===== config.mk =====
export PLATFORM = sky130hd
export DESIGN_NAME = led_fade_buffer
export DESIGN_NICKNAME = d
export VERILOG_FILES = /design/src/rtl/led_fade_buffer.sv
export SDC_FILE = /design/constraint.sdc
export NUM_CORES = 1
export LEC_CHECK = 0
export BUFFER_PORTS_ARGS = -buffer_cell sky130_fd_sc_hd__buf_4
export CORE_MARGIN = 2
export CORE_UTILIZATION = 25
export CTS_CLUSTER_SIZE = 24
export DETAILED_ROUTE_END_ITERATION = 8
export GPL_TIMING_DRIVEN = 0
export REMOVE_ABC_BUFFERS = 1
export SLEW_MARGIN = 20
export SYNTH_ARGS = -nofsm -noshare
export SYNTH_HDL_FRONTEND = slang
export SYNTH_SLANG_ARGS = --single-unit

===== constraint.sdc =====
create_clock -name clk -period 6.45 [get_ports clk]
set_input_delay 1.29 -clock clk [delete_from_list [all_inputs] [get_ports clk]]
set_output_delay 1.29 -clock clk [all_outputs]
set_load 0.005 [all_outputs]

===== src/rtl/led_fade_buffer.sv =====
// led_fade_buffer
//   Per-LED colour store feeding the ws2812c driver. Each entry holds a
//   target colour (written by application logic) and a current colour
//   (what the driver sees). Every FADE_DIV clocks a walk visits each entry
//   once and moves every channel of its current colour up to STEP toward
//   the target, landing exactly on the target without overshoot.
//
// Ports
//   clk                    system clock
//   reset                  synchronous, active-high; clears every entry
//   wr_en / wr_snap        write a target; with wr_snap also force current
//   wr_addr                LED index for the write (>= NUM_LEDS ignored)
//   wr_red/green/blue      written colour
//   address                LED index requested by the driver
//   red/green/blue_out     current colour of address, one cycle later
//   busy                   high while the fade walk is running
//   settled                high when every current colour equals its target
module led_fade_buffer #(
    parameter int NUM_LEDS = 8,
    parameter int FADE_DIV = 48000,
    parameter int STEP     = 1,
    parameter int AW       = 8
) (
    input  logic          clk,
    input  logic          reset,
    input  logic          wr_en,
    input  logic          wr_snap,
    input  logic [AW-1:0] wr_addr,
    input  logic [7:0]    wr_red,
    input  logic [7:0]    wr_green,
    input  logic [7:0]    wr_blue,
    input  logic [AW-1:0] address,
    output logic [7:0]    red_out,
    output logic [7:0]    green_out,
    output logic [7:0]    blue_out,
    output logic          busy,
    output logic          settled
);

    localparam int IW = (NUM_LEDS > 1) ? $clog2(NUM_LEDS) : 1;
    localparam int CW = (FADE_DIV > 1) ? $clog2(FADE_DIV) : 1;
    localparam logic [IW-1:0] LAST_IDX = IW'(NUM_LEDS - 1);
    localparam logic [CW-1:0] TICK_CNT = CW'(FADE_DIV - 1);
    localparam logic [7:0]    STEP_V   = 8'(STEP);

    typedef enum logic {IDLE = 1'b0, WALK = 1'b1} state_t;

    // Colour entries packed as {red, green, blue}.
    logic [23:0] tgt_mem [NUM_LEDS];
    logic [23:0] cur_mem [NUM_LEDS];

    state_t        state_q, state_d;
    logic [IW-1:0] index_q, index_d;
    logic [CW-1:0] cnt_q;
    logic          tick;
    logic          differs_q;

    logic          wr_ok, rd_ok;
    logic [IW-1:0] wr_idx, rd_idx;
    logic [23:0]   wr_data;
    logic          step_en, step_diff, last_walk;
    logic [23:0]   cur_sel, tgt_sel, step_val;

    // Move one channel toward its target by at most STEP. The distance is
    // compared before adding/subtracting, so the result can never wrap past
    // 0 or 255 and always lands exactly on the target.
    function automatic logic [7:0] step_ch(input logic [7:0] cur, input logic [7:0] tgt);
        logic [7:0] r;
        r = cur;
        if (cur < tgt) begin
            if ((tgt - cur) <= STEP_V) r = tgt;
            else                       r = cur + STEP_V;
        end else if (cur > tgt) begin
            if ((cur - tgt) <= STEP_V) r = tgt;
            else                       r = cur - STEP_V;
        end
        return r;
    endfunction

    assign wr_ok   = wr_en && (int'(wr_addr) < NUM_LEDS);
    assign rd_ok   = (int'(address) < NUM_LEDS);
    assign wr_idx  = wr_addr[IW-1:0];
    assign rd_idx  = address[IW-1:0];
    assign wr_data = {wr_red, wr_green, wr_blue};

    assign tick = (cnt_q == TICK_CNT);

    // The step always reads the pre-write target; a same-cycle write only
    // lands at the edge.
    assign step_en   = (state_q == WALK);
    assign last_walk = step_en && (index_q == LAST_IDX);
    assign cur_sel   = cur_mem[index_q];
    assign tgt_sel   = tgt_mem[index_q];
    assign step_val  = {step_ch(cur_sel[23:16], tgt_sel[23:16]),
                        step_ch(cur_sel[15:8],  tgt_sel[15:8]),
                        step_ch(cur_sel[7:0],   tgt_sel[7:0])};
    assign step_diff = step_en && (step_val != tgt_sel);

    assign busy = (state_q == WALK);

    // Free-running fade tick divider
    always_ff @(posedge clk) begin
        if (reset)         cnt_q <= '0;
        else if (tick)     cnt_q <= '0;
        else               cnt_q <= cnt_q + CW'(1);
    end

    // Walk FSM: state register
    always_ff @(posedge clk) begin
        if (reset) begin
            state_q <= IDLE;
            index_q <= '0;
        end else begin
            state_q <= state_d;
            index_q <= index_d;
        end
    end

    // Walk FSM: next state. Ticks seen while walking are simply ignored.
    always_comb begin
        state_d = state_q;
        index_d = index_q;
        case (state_q)
            IDLE: begin
                index_d = '0;
                if (tick) state_d = WALK;
            end
            WALK: begin
                if (index_q == LAST_IDX) begin
                    state_d = IDLE;
                    index_d = '0;
                end else begin
                    index_d = index_q + IW'(1);
                end
            end
            default: begin
                state_d = IDLE;
                index_d = '0;
            end
        endcase
    end

    // Entry storage. The write is placed after the step so a snap write to
    // the entry being stepped wins; a plain write leaves the step result.
    always_ff @(posedge clk) begin
        if (reset) begin
            for (int i = 0; i < NUM_LEDS; i++) begin
                tgt_mem[i] <= '0;
                cur_mem[i] <= '0;
            end
        end else begin
            if (step_en) cur_mem[index_q] <= step_val;
            if (wr_ok) begin
                tgt_mem[wr_idx] <= wr_data;
                if (wr_snap) cur_mem[wr_idx] <= wr_data;
            end
        end
    end

    // Read port: samples the pre-update entry, so same-cycle changes
    // show up one cycle later.
    always_ff @(posedge clk) begin
        if (reset) begin
            {red_out, green_out, blue_out} <= '0;
        end else if (rd_ok) begin
            {red_out, green_out, blue_out} <= cur_mem[rd_idx];
        end else begin
            {red_out, green_out, blue_out} <= '0;
        end
    end

    // Settled tracking: differs accumulates over one walk and is cleared
    // while idle, so each walk judges the array afresh.
    always_ff @(posedge clk) begin
        if (reset) begin
            differs_q <= 1'b0;
            settled   <= 1'b1;
        end else begin
            if (step_en) differs_q <= differs_q | step_diff | wr_ok;
            else         differs_q <= 1'b0;

            if (last_walk)  settled <= !(differs_q | step_diff | wr_ok);
            else if (wr_ok) settled <= 1'b0;
        end
    end

endmodule

==> flow_summary.json, run 1 <==
{
  "wirelength_um": 90000,
  "syn_area_per_cell_um2": 11.5,
  "yosys_warnings": 0,
  "fin_area_um2": 30600,
  "fmax_ghz": 0.156,
  "cp.required_ns": 6.93,
  "worst_pin_slew_ns": 1.07,
  "r2r_cells": 18,
  "grt_pass1_vias": 19200,
  "die_h_um": 328,
  "fin_crit_sh_pct": 99.2,
  "vias": 20000,
  "setup_ws_ns": 0.0541,
  "hold_viol_final": 0,
  "gp_congestion": 0.916,
  "clk_pin_slew_ns": 0.06,
  "clk_latency_ns": 0.61,
  "finalCriticalPeriod_ns": 6.40,
  "rsz0062_at_grt": "yes",
  "die_w_um": 328,
  "cp_slowest_stage_delay_ns": 0.59,
  "r2r-end": "differs_q",
  "synth_area_leader_cell": "edfxtp_1",
  "synth_top_area_share_pct": 43.8,
  "vdd_drop_max_mv": 0.194,
  "r2r_slack_ns": 0.05,
  "cp.arrival_ns": 6.88,
  "ctsHoldBuffers": 0,
  "cp_cell_sequence": "buf_16 > buf_16 > and2_2 > a221oi_1 > o22ai_2 > inv_1 > ha_1 > nand2_1 > nor2_1 > a2111oi_1 > o2111ai_2 > or2_2 > a32oi_1 > o2111a_1 > nand4_1 > a2111oi_2 > nand3_1 > o41a_1",
  "crit_start": "index_q[2]",
  "power.density_nw_per_um2": 221,
  "fin_tns_setup_ns": 0,
  "grt_usage_pct": 16.1,
  "num_antenna_cells": 0,
  "ys_seq_area_share_pct": 47.3,
  "syn_inst": 2282,
  "finalSetupViolCount": 0,
  "dpl.cell_count": 3610,
  "grt_start_max_net_pins": 50,
  "synth-edff-count": 384,
  "start_util_pct": 25.3,
  "dr.pass1.iters": 8,
  "worstSetupPathType": "reg -> reg",
  "tritoncts": "yes",
  "slew_headroom_pct": 28.8,
  "drc": 0,
  "ys_async_sr_fraction_pct": 0,
  "synth.cell_area_um2": 26300,
  "skew_ns": 0.0211,
  "dieArea_um2": 108000,
  "antenna_found_initial": 5,
  "postRouteAntennaNets": 0,
  "wl_per_cell_um": 24.2,
  "drv_cap": 0,
  "dpl_worst_slack_ns": -1.15,
  "endpoint": "differs_q",
  "fin_cells": 3714,
  "reg2reg_from": "index_q[2]",
  "clk_path_buf_depth": 3,
  "crit_slowest_cell": "a2111oi_2",
  "ys.flop_type": "edfxtp_1",
  "io-pin-count": 70,
  "cp.depth": 18,
  "worstSetupEndpointType": "flop",
  "critPathTopFamily": "compound AO/OA/AOI/OAI gates",
  "synth_area_leaders": "edfxtp_1 44%, mux4_2 6.9%, and2_1 5.0%",
  "hpwl_um": 59000,
  "ys_seq_elements": 430,
  "power_leakage_nw": 10.6,
  "numCtsBuffers": 49,
  "outcome": "completed",
  "drt_iter0_markers": 2310,
  "num-nets-final": 2399,
  "fp-row-count": 118,
  "placedInstanceArea_um2": 28700,
  "overflow": 0,
  "cts_sinks": 430,
  "cts-root-buf": "clkbuf_16",
  "critPathBufInv": 3,
  "hold_path.class": "reg -> reg",
  "htree_levels": 2,
  "drive_gt1_share_pct": 19.0,
  "viasPerCell": 5.38,
  "grt_pass1_wl_um": 131000,
  "numPortBuffers": 69,
  "area_growth_syn_to_layout_pct": 16.4,
  "drv_slew": 0,
  "crit_path_start_kind": "flop",
  "final_util_pct": 29.5,
  "core_um2": 104000,
  "critPathMaxFanout": 49,
  "cpMostUsedCell": "buf_16",
  "ys_types": 101
}
-- registers in the layout (all words and copies together) (netlist names) --
signal	count
busy	1
settled	1
tgt_mem	192
blue_out	8
cnt_q	16
red_out	8
differs_q	1
green_out	8
index_q	3
cur_mem	192
-- final cells by class --
cell class / instances / area (um^2)
well taps: 1380 / 1730
inverters: 69 / 264
fillers: 10600 / 73300
multi-input cells: 1606 / 13100
clock buffers: 73 / 1370
clock inverters: 17 / 215
repair buffers: 139 / 1500
flip-flops and latches: 430 / 12500
-- cells by family (layout without fill, tap and decap cells) --
| logic type | after synthesis | in the layout | synth area share, % |
|---|---|---|---|
| and+or+nand+nor | 727 | 727 | 14.5 |
| xor gates and xnor gates | 67 | 67 | 2.34 |
| AOI/OAI and AO/OA | 557 | 557 | 15.9 |
| muxes | 195 | 195 | 12.5 |
| DFF | 430 | 430 | 47.3 |
| buffers and inverters | 246 | 298 | 4.37 |
| adders and majority gates | 60 | 60 | 3.02 |
-- through the flow --
stage	power [W]	hold WS, ns
2_1_floorplan	0.00367	0.418
3_3_place_gp	0.00396	0.429
3_5_place_dp	0.00398	0.438
4_1_cts	0.00676	0.451
5_1_grt	0.00696	0.486
6_report	0.00676	0.450
-- synthesized netlist by cell type (all sizes together) (12+ instances only) --
library cell	instances
a221o	15
o211ai	12
ha	54
a22oi	21
inv	68
mux2	25
nand4	15
nand2	160
a221oi	27
edfxtp	384
and2	211
a21oi	66
xnor2	47
nor4	14
a22o	140
mux4	95
nand2b	23
mux2i	75
nand3	34
clkbuf	122
o221ai	12
or2	16
dfxtp	46
nor2b	17
a211oi	18
nor3	30
nor2	135
or3	21
a31oi	14
a211o	12
xor2	19
o21ai	110
and3	21
buf	55
-- power by group --
group          total, W  switching (W)  internal (W)  leakage (nW)
logic          0.000772       0.000502      0.000270          5.71
registers       0.00318      0.0000454       0.00314          4.12
clock network   0.00280        0.00117       0.00163         0.763
total           0.00676        0.00172       0.00504          10.6
-- metal layers --
layer	part of all wire (%)	up-vias	global-route usage, %	wire length, um
met5	0.030	-	0	27
li1	-	8776	-	-
met1	40	9923	21.6	36100
met2	46	1102	25.8	41600
met3	10	186	3.35	9360
met4	3.3	4	5.66	2940
-- layout by cell type, fill, tap and decap left out, drive strengths merged, types with 23 or more instances in the layout --
cell type / instances
a21oi: 66
a221oi: 27
a22o: 140
and2: 211
buf: 139
clkbuf: 73
dfxtp: 46
edfxtp: 384
ha: 54
inv: 74
mux2: 25
mux2i: 75
mux4: 95
nand2: 160
nand2b: 23
nand3: 34
nor2: 135
nor3: 30
o21ai: 110
xnor2: 47
-- what timing repair did --
action	CTS	global route
pin swaps	3	3
endpoints found under the hold margin	0	0
setup buffers	11	3
gates resized for setup	27	20
endpoints found under the setup margin	166	26
-- worst min-delay path by stage --
stage | end | depth (start not counted) | startpoint
3_5_place_dp | cnt_q[0] | 1 | cnt_q[0]
4_1_cts | cnt_q[0] | 1 | cnt_q[0]
2_1_floorplan | cnt_q[0] | 1 | cnt_q[0]
5_1_grt | cnt_q[0] | 1 | cnt_q[0]
6_report | cnt_q[0] | 1 | cnt_q[0]
3_3_place_gp | cnt_q[0] | 1 | cnt_q[0]
Power figures use the tool's default switching activity.
==> run 2: changes to the inputs <==
- CORE_UTILIZATION: 25 -> 35
==> flow_summary.json, run 2 (synthesis results as in run 1) <==
{
  "outcome": "completed",
  "critPathBufInv": 5,
  "grt_pass1_wl_um": 130000,
  "start_util_pct": 35.3,
  "hpwl_um": 59200,
  "htree_levels": 2,
  "final_util_pct": 40.7,
  "wl_per_cell_um": 26.9,
  "worst_pin_slew_ns": 1.13,
  "skew_ns": 0.0170,
  "cp.arrival_ns": 6.72,
  "dpl.cell_count": 3201,
  "die_h_um": 278,
  "grt_start_max_net_pins": 51,
  "drc": 0,
  "final_cell_mix": "384 x edfxtp_1, 201 x and2_1, 159 x nand2_1",
  "critPathMaxFanout": 47,
  "gp_congestion": 0.940,
  "r2r_cells": 21,
  "drv_cap": 0,
  "finalCriticalPeriod_ns": 6.25,
  "slew_headroom_pct": 24.1,
  "area_growth_syn_to_layout_pct": 15.2,
  "viasPerCell": 6.15,
  "ctsHoldBuffers": 0,
  "vias": 20300,
  "cp.required_ns": 6.92,
  "dr.pass1.iters": 5,
  "critPathTopFamily": "compound AO/OA/AOI/OAI gates",
  "vdd_drop_max_mv": 0.170,
  "fmax_ghz": 0.160,
  "dieArea_um2": 77400,
  "drt_iter0_markers": 2395,
  "largestRegisters": "cur_mem: 192 flops, tgt_mem: 192 flops, cnt_q: 16 flops",
  "grt_pass1_vias": 19900,
  "grt_usage_pct": 22.3,
  "cp_slowest_stage_delay_ns": 0.57,
  "numPortBuffers": 69,
  "fp-row-count": 100,
  "worstSetupEndpointType": "flop",
  "hold_path.class": "reg -> reg",
  "tritoncts": "yes",
  "placedInstanceArea_um2": 28200,
  "power_leakage_nw": 10.7,
  "num_antenna_cells": 0,
  "antenna_found_initial": 4,
  "cts_sinks": 430,
  "hold_end": "cnt_q[0]",
  "r2r_slack_ns": 0.20,
  "numCtsBuffers": 47,
  "hold_path_depth": 1,
  "overflow": 0,
  "finalSetupViolCount": 0,
  "die_w_um": 278,
  "worstSetupPathType": "reg -> reg",
  "reg2reg_from": "index_q[2]",
  "min-delay-start": "cnt_q[0]",
  "core_um2": 74400,
  "fin_area_um2": 30300,
  "clk_latency_ns": 0.59,
  "power.density_nw_per_um2": 230,
  "postRouteAntennaNets": 0,
  "clk_path_buf_depth": 3,
  "r2r-end": "differs_q",
  "cp_cell_sequence": "buf_12 > buf_12 > buf_16 > mux2_2 > a22oi_1 > o211ai_1 > buf_4 > buf_4 > ha_1 > fa_1 > nand2b_1 > a21oi_1 > a2111o_1 > a21o_1 > a31oi_4 > a221oi_2 > o2111a_1 > nand4_1 > a2111oi_4 > nand3_1 > o41a_1",
  "wirelength_um": 88800,
  "clk_pin_slew_ns": 0.06,
  "crit_slowest_cell": "a21o_1",
  "fin_cells": 3303,
  "io-pin-count": 70,
  "drv_slew": 0,
  "crit_path_start_kind": "flop",
  "timing.hold.ws_ns": 0.459,
  "cts-root-buf": "clkbuf_16",
  "final_common_cell": "edfxtp_1",
  "hold_viol_final": 0,
  "drive_gt1_share_pct": 19.7,
  "num-nets-final": 2399,
  "fin_crit_sh_pct": 96.9
}
[run 2: cell count changes in the layout (fill, tap and decap cells not counted), sizes merged]
cell and change:
buf +2, bufinv +6, inv -2, clkinvlp +1, clkbuf -14, clkinv +7
[run 2: how the worst max path moves through the flow]
stage | startpoint | end | cells after the start | slack (ns)
after floorplan | index_q[2] | settled | 16 | -1.74
final | index_q[2] | differs_q | 21 | 0.20
after global routing | index_q[1] | differs_q | 19 | -0.03
after global placement | index_q[2] | differs_q | 14 | -6.96
after CTS | index_q[2] | differs_q | 18 | 0.006
after detailed placement | index_q[1] | settled | 18 | -0.92
[run 2: layout make-up]
class / count / area (um^2)
inverters: 69 / 263
clock buffers: 59 / 1280
fillers: 6859 / 44100
multi-input cells: 1606 / 13100
repair buffers: 141 / 1500
well taps: 969 / 1210
flip-flops and latches: 430 / 12500
clock inverters: 29 / 434
[run 2: what timing repair did]
| action | in CTS | in global routing |
|---|---|---|
| pin swaps | 9 | 1 |
| setup buffers | 12 | 2 |
| gates resized for setup | 36 | 17 |
| setup endpoints to repair | 166 | 26 |
[run 2: per-stage QoR]
stage / TNS [ns] / worst slack [ns] / power [W]
6_report: 0 / 0.198 / 0.00698
5_1_grt: -0.0307 / -0.0307 / 0.00716
4_1_cts: 0 / 0.00599 / 0.00697
3_5_place_dp: -35.39 / -0.918 / 0.00398
3_3_place_gp: -1395.85 / -6.96 / 0.00395
2_1_floorplan: -156.83 / -1.74 / 0.00367
[run 2: per-layer routing]
metal  track usage (%)  routed length (um)
met1              29.0               34900
met2              36.8               42300
met3              4.44                8310
met4              8.18                3260
met5                 0                  11
[run 2: report_power, final]
group / switching, W / internal, W / total [W]
sequential: 0.0000471 / 0.00314 / 0.00319
clock: 0.00119 / 0.00182 / 0.00302
combinational: 0.000506 / 0.000275 / 0.000781
total: 0.00174 / 0.00524 / 0.00698
